File: config.mk
export PLATFORM = sky130hd
export DESIGN_NAME = proc_bus_monitor
export DESIGN_NICKNAME = d
export VERILOG_FILES = /design/src/rtl/proc_bus_monitor.sv
export SDC_FILE = /design/constraint.sdc
export NUM_CORES = 1
export LEC_CHECK = 0
export CAP_MARGIN = 20
export CORE_MARGIN = 2
export CORE_UTILIZATION = 44
export CTS_CLUSTER_SIZE = 30
export DETAILED_ROUTE_END_ITERATION = 10
export GPL_TIMING_DRIVEN = 0
export PLACE_DENSITY = 0.77
export SYNTH_ARGS = -nofsm -noshare
export SYNTH_HDL_FRONTEND = slang
export SYNTH_SLANG_ARGS = --single-unit
File: constraint.sdc
create_clock -name i_clk -period 2 [get_ports i_clk]
set_input_delay 0.3 -clock i_clk [delete_from_list [all_inputs] [get_ports i_clk]]
set_output_delay 0.3 -clock i_clk [all_outputs]
set_load 0.01 [all_outputs]
File: src/rtl/proc_bus_monitor.sv
// Passive 4-phase (FETCH/OP1/OP2/WRITE) bus checker; error pulses are registered one cycle after the offending cycle.
// Never drives or stalls the bus. Optional first-error capture ports exist when PROC_BUS_MON_FIRST_ERR_EN is defined.
module proc_bus_monitor #(
    parameter int DATA_W      = 16,
    parameter int ADDR_W      = 16,
    parameter int OPA_W       = 6,
    parameter int DATA_BASE   = 32,
    parameter int INSTR_DEPTH = 64,
    parameter int PC_RESET    = 0,
    parameter int CNT_W       = 16
) (
    input  logic              i_clk,
    input  logic              i_rst,
    input  logic [DATA_W-1:0] i_memData,
    input  logic [DATA_W-1:0] i_cpuMemData,
    input  logic [ADDR_W-1:0] i_cpuMemAddr,
    input  logic              i_cpuMemWrEnable,
    output logic [2:0]        o_phase,
    output logic [5:0]        o_errVec,
    output logic [5:0]        o_errSticky,
    output logic [CNT_W-1:0]  o_errCount,
    output logic [CNT_W-1:0]  o_instrCount,
    output logic              o_halted
`ifdef PROC_BUS_MON_FIRST_ERR_EN
    ,
    output logic              o_firstErrValid,
    output logic [5:0]        o_firstErrVec,
    output logic [ADDR_W-1:0] o_firstErrAddr,
    output logic [2:0]        o_firstErrPhase,
    output logic [CNT_W-1:0]  o_firstErrInstr
`endif
);

    typedef enum logic [2:0] {
        ST_FETCH = 3'd0,
        ST_OP1   = 3'd1,
        ST_OP2   = 3'd2,
        ST_WRITE = 3'd3,
        ST_HALT  = 3'd4
    } state_t;

    localparam logic [ADDR_W-1:0] BASE_A  = ADDR_W'(DATA_BASE);
    localparam logic [ADDR_W-1:0] PC_LAST = ADDR_W'(INSTR_DEPTH - 1);
    localparam logic [ADDR_W-1:0] PC_RST  = ADDR_W'(PC_RESET);

    state_t             state_q;
    logic [ADDR_W-1:0]  pc_q, pc_d;
    logic [OPA_W-1:0]   op1_q, op2_q;
    logic               imm_q;
    logic [5:0]         err_q, err_d, sticky_q;
    logic [CNT_W-1:0]   ecnt_q, icnt_q;
    logic               halted_q;
    logic [ADDR_W-1:0]  op1_addr, op2_addr;

    assign op1_addr = ADDR_W'(op1_q);
    assign op2_addr = ADDR_W'(op2_q);
    assign pc_d     = (pc_q == PC_LAST) ? '0 : pc_q + ADDR_W'(1);

    // All checks look at this cycle's bus only; the result is registered below.
    always_comb begin
        err_d    = '0;
        err_d[5] = (state_q == ST_WRITE) ? !i_cpuMemWrEnable : i_cpuMemWrEnable;
        err_d[0] = (state_q != ST_WRITE) && (i_cpuMemData != '0);
        case (state_q)
            ST_FETCH: err_d[2] = (i_cpuMemAddr != pc_q);
            ST_OP1:   err_d[3] = (i_cpuMemAddr != op1_addr) || (op1_addr < BASE_A);
            ST_OP2:   err_d[4] = !imm_q && ((i_cpuMemAddr != op2_addr) || (op2_addr < BASE_A));
            ST_WRITE: err_d[1] = (i_cpuMemAddr != op1_addr);
            default:  ;
        endcase
    end

    always_ff @(posedge i_clk) begin
        if (i_rst) begin
            state_q  <= ST_FETCH;
            pc_q     <= PC_RST;
            op1_q    <= '0;
            op2_q    <= '0;
            imm_q    <= 1'b0;
            err_q    <= '0;
            sticky_q <= '0;
            ecnt_q   <= '0;
            icnt_q   <= '0;
            halted_q <= 1'b0;
        end else begin
            err_q    <= err_d;
            sticky_q <= sticky_q | err_d;
            if ((|err_d) && (ecnt_q != '1))
                ecnt_q <= ecnt_q + CNT_W'(1);
            // Frame advances unconditionally; errors never resynchronise it.
            case (state_q)
                ST_FETCH: begin
                    imm_q <= i_memData[DATA_W-1];
                    op1_q <= i_memData[2*OPA_W-1:OPA_W];
                    op2_q <= i_memData[OPA_W-1:0];
                    pc_q  <= pc_d;
                    if (i_memData == '0) begin
                        state_q  <= ST_HALT;
                        halted_q <= 1'b1;
                    end else begin
                        state_q  <= ST_OP1;
                    end
                end
                ST_OP1:   state_q <= ST_OP2;
                ST_OP2:   state_q <= ST_WRITE;
                ST_WRITE: begin
                    state_q <= ST_FETCH;
                    if (icnt_q != '1)
                        icnt_q <= icnt_q + CNT_W'(1);
                end
                ST_HALT:  state_q <= ST_HALT;
                default:  state_q <= ST_FETCH;
            endcase
        end
    end

    assign o_phase      = state_q;
    assign o_errVec     = err_q;
    assign o_errSticky  = sticky_q;
    assign o_errCount   = ecnt_q;
    assign o_instrCount = icnt_q;
    assign o_halted     = halted_q;

`ifdef PROC_BUS_MON_FIRST_ERR_EN
    logic              fe_vld_q;
    logic [5:0]        fe_vec_q;
    logic [ADDR_W-1:0] fe_addr_q;
    logic [2:0]        fe_phase_q;
    logic [CNT_W-1:0]  fe_instr_q;

    // Captured in the same edge that registers the first error pulse.
    always_ff @(posedge i_clk) begin
        if (i_rst) begin
            fe_vld_q   <= 1'b0;
            fe_vec_q   <= '0;
            fe_addr_q  <= '0;
            fe_phase_q <= '0;
            fe_instr_q <= '0;
        end else if ((|err_d) && !fe_vld_q) begin
            fe_vld_q   <= 1'b1;
            fe_vec_q   <= err_d;
            fe_addr_q  <= i_cpuMemAddr;
            fe_phase_q <= state_q;
            fe_instr_q <= icnt_q;
        end
    end

    assign o_firstErrValid = fe_vld_q;
    assign o_firstErrVec   = fe_vec_q;
    assign o_firstErrAddr  = fe_addr_q;
    assign o_firstErrPhase = fe_phase_q;
    assign o_firstErrInstr = fe_instr_q;
`endif

endmodule

==> reports/qor.yml, run 1 <==
outcome:
  status: "finished, violations left"
  violations: "negative setup slack"
setup_path:
  critPathTopFamily: "simple AND/OR/NAND/NOR gates"
  critical-path-slowest-cell: "dfxtp_4"
  cp.depth: 9
  path_cells: "xnor2_2 > nand4_1 > nor4_4 > o211ai_4 > o21ai_2 > buf_4 > buf_6 > nor4_4 > mux2_4"
  worstPathMaxFanout: 5
  setup.reg_to_reg.worst_slack_ns: -0.10
  regToRegStartpoint: "pc_q[2]$_SDFFE_PP0P_"
  slowest_delay_ns: 0.38
  cp-end-kind: "register"
  cp-start-kind: "register"
  worstPathArrival_ns: 2.35
  cp_num_buf_inv: 2
  reg2reg_to: "o_errCount[15]$_SDFFE_PP0P_"
  cp_common_cell: "nor4_4"
  r2r_cells: 9
  cp.required_ns: 2.25
  critPathKind: "register to register"
sta:
  finalHoldWorstSlack_ns: 0.452
  drv_slew: 0
  worst-slew-pin-transition_ns: 0.817
  setup_viol: 14
  hold_viol: 0
  fmax_ghz: 0.476
  slew_headroom: 0.441
  period_share: 1.05
  rsz0062_at_grt: "true"
  skew_ns: 0.0107
  setup_ws_ns: -0.101
  fin_crit_ns: 2.10
synthesis:
  synth_area_sq_um: 3660
  synth.area.top_cells: "dfxtp_1 42%, xnor2_1 8.6%, nor2_1 5.7%"
  ys.warnings.count: 0
  synth.largest_area_cell: "dfxtp_1"
  synth_seq_area_share: 0.421
  synth_seq_cells: 77
  syn_area_per_cell_sq_um: 8.48
  synth_cell_type_count: 47
  syn_inst: 432
  synth_top_cell_area_share: 0.421
  synth_fp_nets: 486
clock_tree:
  numCtsBuffers: 9
  clock_sinks: 77
  root_buffer: "clkbuf_8"
  cts_tree: "built"
  insertion_delay_ns: 0.37
  cts.reportedPaths.clkPinSlew_ns: 0.09
  htree_levels: 3
  cts_buffer_depth: 2
placement:
  port-buffer-count: 98
  gp_congestion: 0.839
  place_ws_ns: -0.938
  hpwl_um: 6950
  dp_cells: 635
floorplanning:
  dieHeight_um: 95.3
  core-area_sq_um: 8130
  core.rowCount: 33
  dieArea_sq_um: 9080
  initial_utilization: 0.451
  pin_count: 99
  die-width_um: 95.3
route:
  wl_um: 10600
  postRouteAntennaNets: 0
  dr.pass1.iters: 4
  wl_per_cell_um: 15.7
  drc: 0
  num_vias: 3697
  drtIter0Drc: 199
  vias_per_cell: 5.48
finish:
  drive_above_1_share: 0.251
  area_growth_pct: 50.4
  fillers: 642
  utilization: 0.678
  stdcell_count: 675
  n_antenna_cell: 0
  nets: 620
min_path:
  hold_path.class: "register to register"
  min_to: "o_errSticky[5]$_SDFF_PP0_"
  worstHoldPathCells: 2
  min_from: "o_errSticky[5]$_SDFF_PP0_"
grt:
  grt_max_degree: 14
  track_usage: 0.221
  grt_pass1_vias: 3347
  grt-ovfl-total: 0
  grt_pass1_wl_um: 15700
  antenna_found_initial: 0
pwr:
  total_power_uw: 3310
  p_per_area_nw_per_um2: 600
  leakage_uw: 0.00196
  vdd_ir_drop_max_v: 0.000335
run:
  maxCapViolCount: 0
## routing by layer
layer	wire length, um	up-vias	GRT usage
met4	127	0	0.0749
li1	-	1789	-
met1	4390	1771	0.285
met5	0	-	0
met2	5420	120	0.364
met3	633	17	0.0482
## cells by family after synthesis
kind of cell	after synthesis	synth area share
compound gates	62	0.104
fa+ha+maj	3	0.0102
mux	5	0.0167
flops	77	0.421
xor+xnor	52	0.124
simple gates	206	0.289
buf+inv	27	0.0348
## flip-flops by register name (all words and copies together), names as in the netlist
name          cells
imm_q             1
op2_q             6
op1_q             6
o_halted          1
o_instrCount     16
o_errVec          6
o_errCount       16
o_phase           3
o_errSticky       6
pc_q             16
## power by group
group | internal [uW] | total (uW) | switching [uW]
sequential | 1580 | 1640 | 61.0
combinational | 259 | 498 | 239
clock | 569 | 1170 | 597
## how the worst max path moves through the flow
| stage | startpoint | to | slack, ns |
|---|---|---|---|
| floorplan | i_cpuMemAddr[7] | o_errCount[8]$_SDFFE_PP0P_ | 0.004 |
| global placement | i_cpuMemAddr[11] | o_errCount[1]$_SDFFE_PP0P_ | -0.90 |
| detailed placement | i_cpuMemAddr[7] | o_errCount[1]$_SDFFE_PP0P_ | -0.94 |
| CTS | pc_q[12]$_SDFFE_PP0P_ | o_errCount[1]$_SDFFE_PP0P_ | -0.04 |
| global route | pc_q[11]$_SDFFE_PP0P_ | o_errCount[8]$_SDFFE_PP0P_ | -0.17 |
| finish | pc_q[2]$_SDFFE_PP0P_ | o_errCount[15]$_SDFFE_PP0P_ | -0.10 |
## what timing repair did
action                     in CTS  in global routing
pin swaps                      16                 40
setup buffers                  11                 18
setup endpoints to repair      43                 67
gates resized for setup        52                 97
hold buffers                    0                  0
## Yosys cell counts (all sizes together)
cell type	number
mux2	3
nand4	14
nor2	56
dfxtp	77
mux2i	2
and4	5
and2	3
nor4b	1
a41o	1
a2111oi	2
o2111ai	1
nor2b	6
o21a	1
o31a	1
nand3	22
or3	11
ha	3
a31oi	1
nand2b	1
nor4	19
o21ai	11
inv	11
or4	7
o31ai	5
xor2	16
buf	6
clkbuf	10
and3	5
or2	2
a21oi	34
nand2	50
xnor2	36
nor3	4
o211ai	5
## cell type report
cell class,count,area (sq um),area share
sequential,77,1600,0.291
clock inverter,6,63.8,0.0116
inverter,11,41.3,0.00749
tap,105,131,0.0238
multi-input combinational,328,2290,0.416
buffer,13,77.6,0.0141
clock buffer,9,124,0.0225
timing repair buffer,126,1180,0.214
## metrics by stage
stage                     TNS (ns)  instance area, sq um
after floorplan                  0                  3680
after global placement      -24.85                  4790
after detailed placement    -26.91                  4790
after CTS                  -0.0628                  5180
after global routing         -2.05                  5510
final                       -0.657                  5510
## layout by cell type (no fill, tap or decap), types with 16 or more instances in the layout
master and instances:
dfxtp_2 17, a21oi_1 30, buf_4 26, clkdlybuf4s50_1 82
xor2_1 16, nor2_1 54, nand3_1 20, nand2_1 47
dfxtp_1 49, xnor2_1 27
## worst register-to-register path, stage by stage, from the launching register on
cell and delay [ns]:
dfxtp_4 0.38, xnor2_2 0.15, nand4_1 0.21, nor4_4 0.36, o211ai_4 0.13, o21ai_2 0.18
buf_4 0.14, buf_6 0.11, nor4_4 0.04, mux2_4 0.30
(Power assumes the default switching activity.)
==> run 2: changes to the inputs <==
Settings changed: GPL_ROUTABILITY_DRIVEN set to 0.
==> results of run 2 <==
The final DEF is identical to that of run 1; final timing and power are the same.
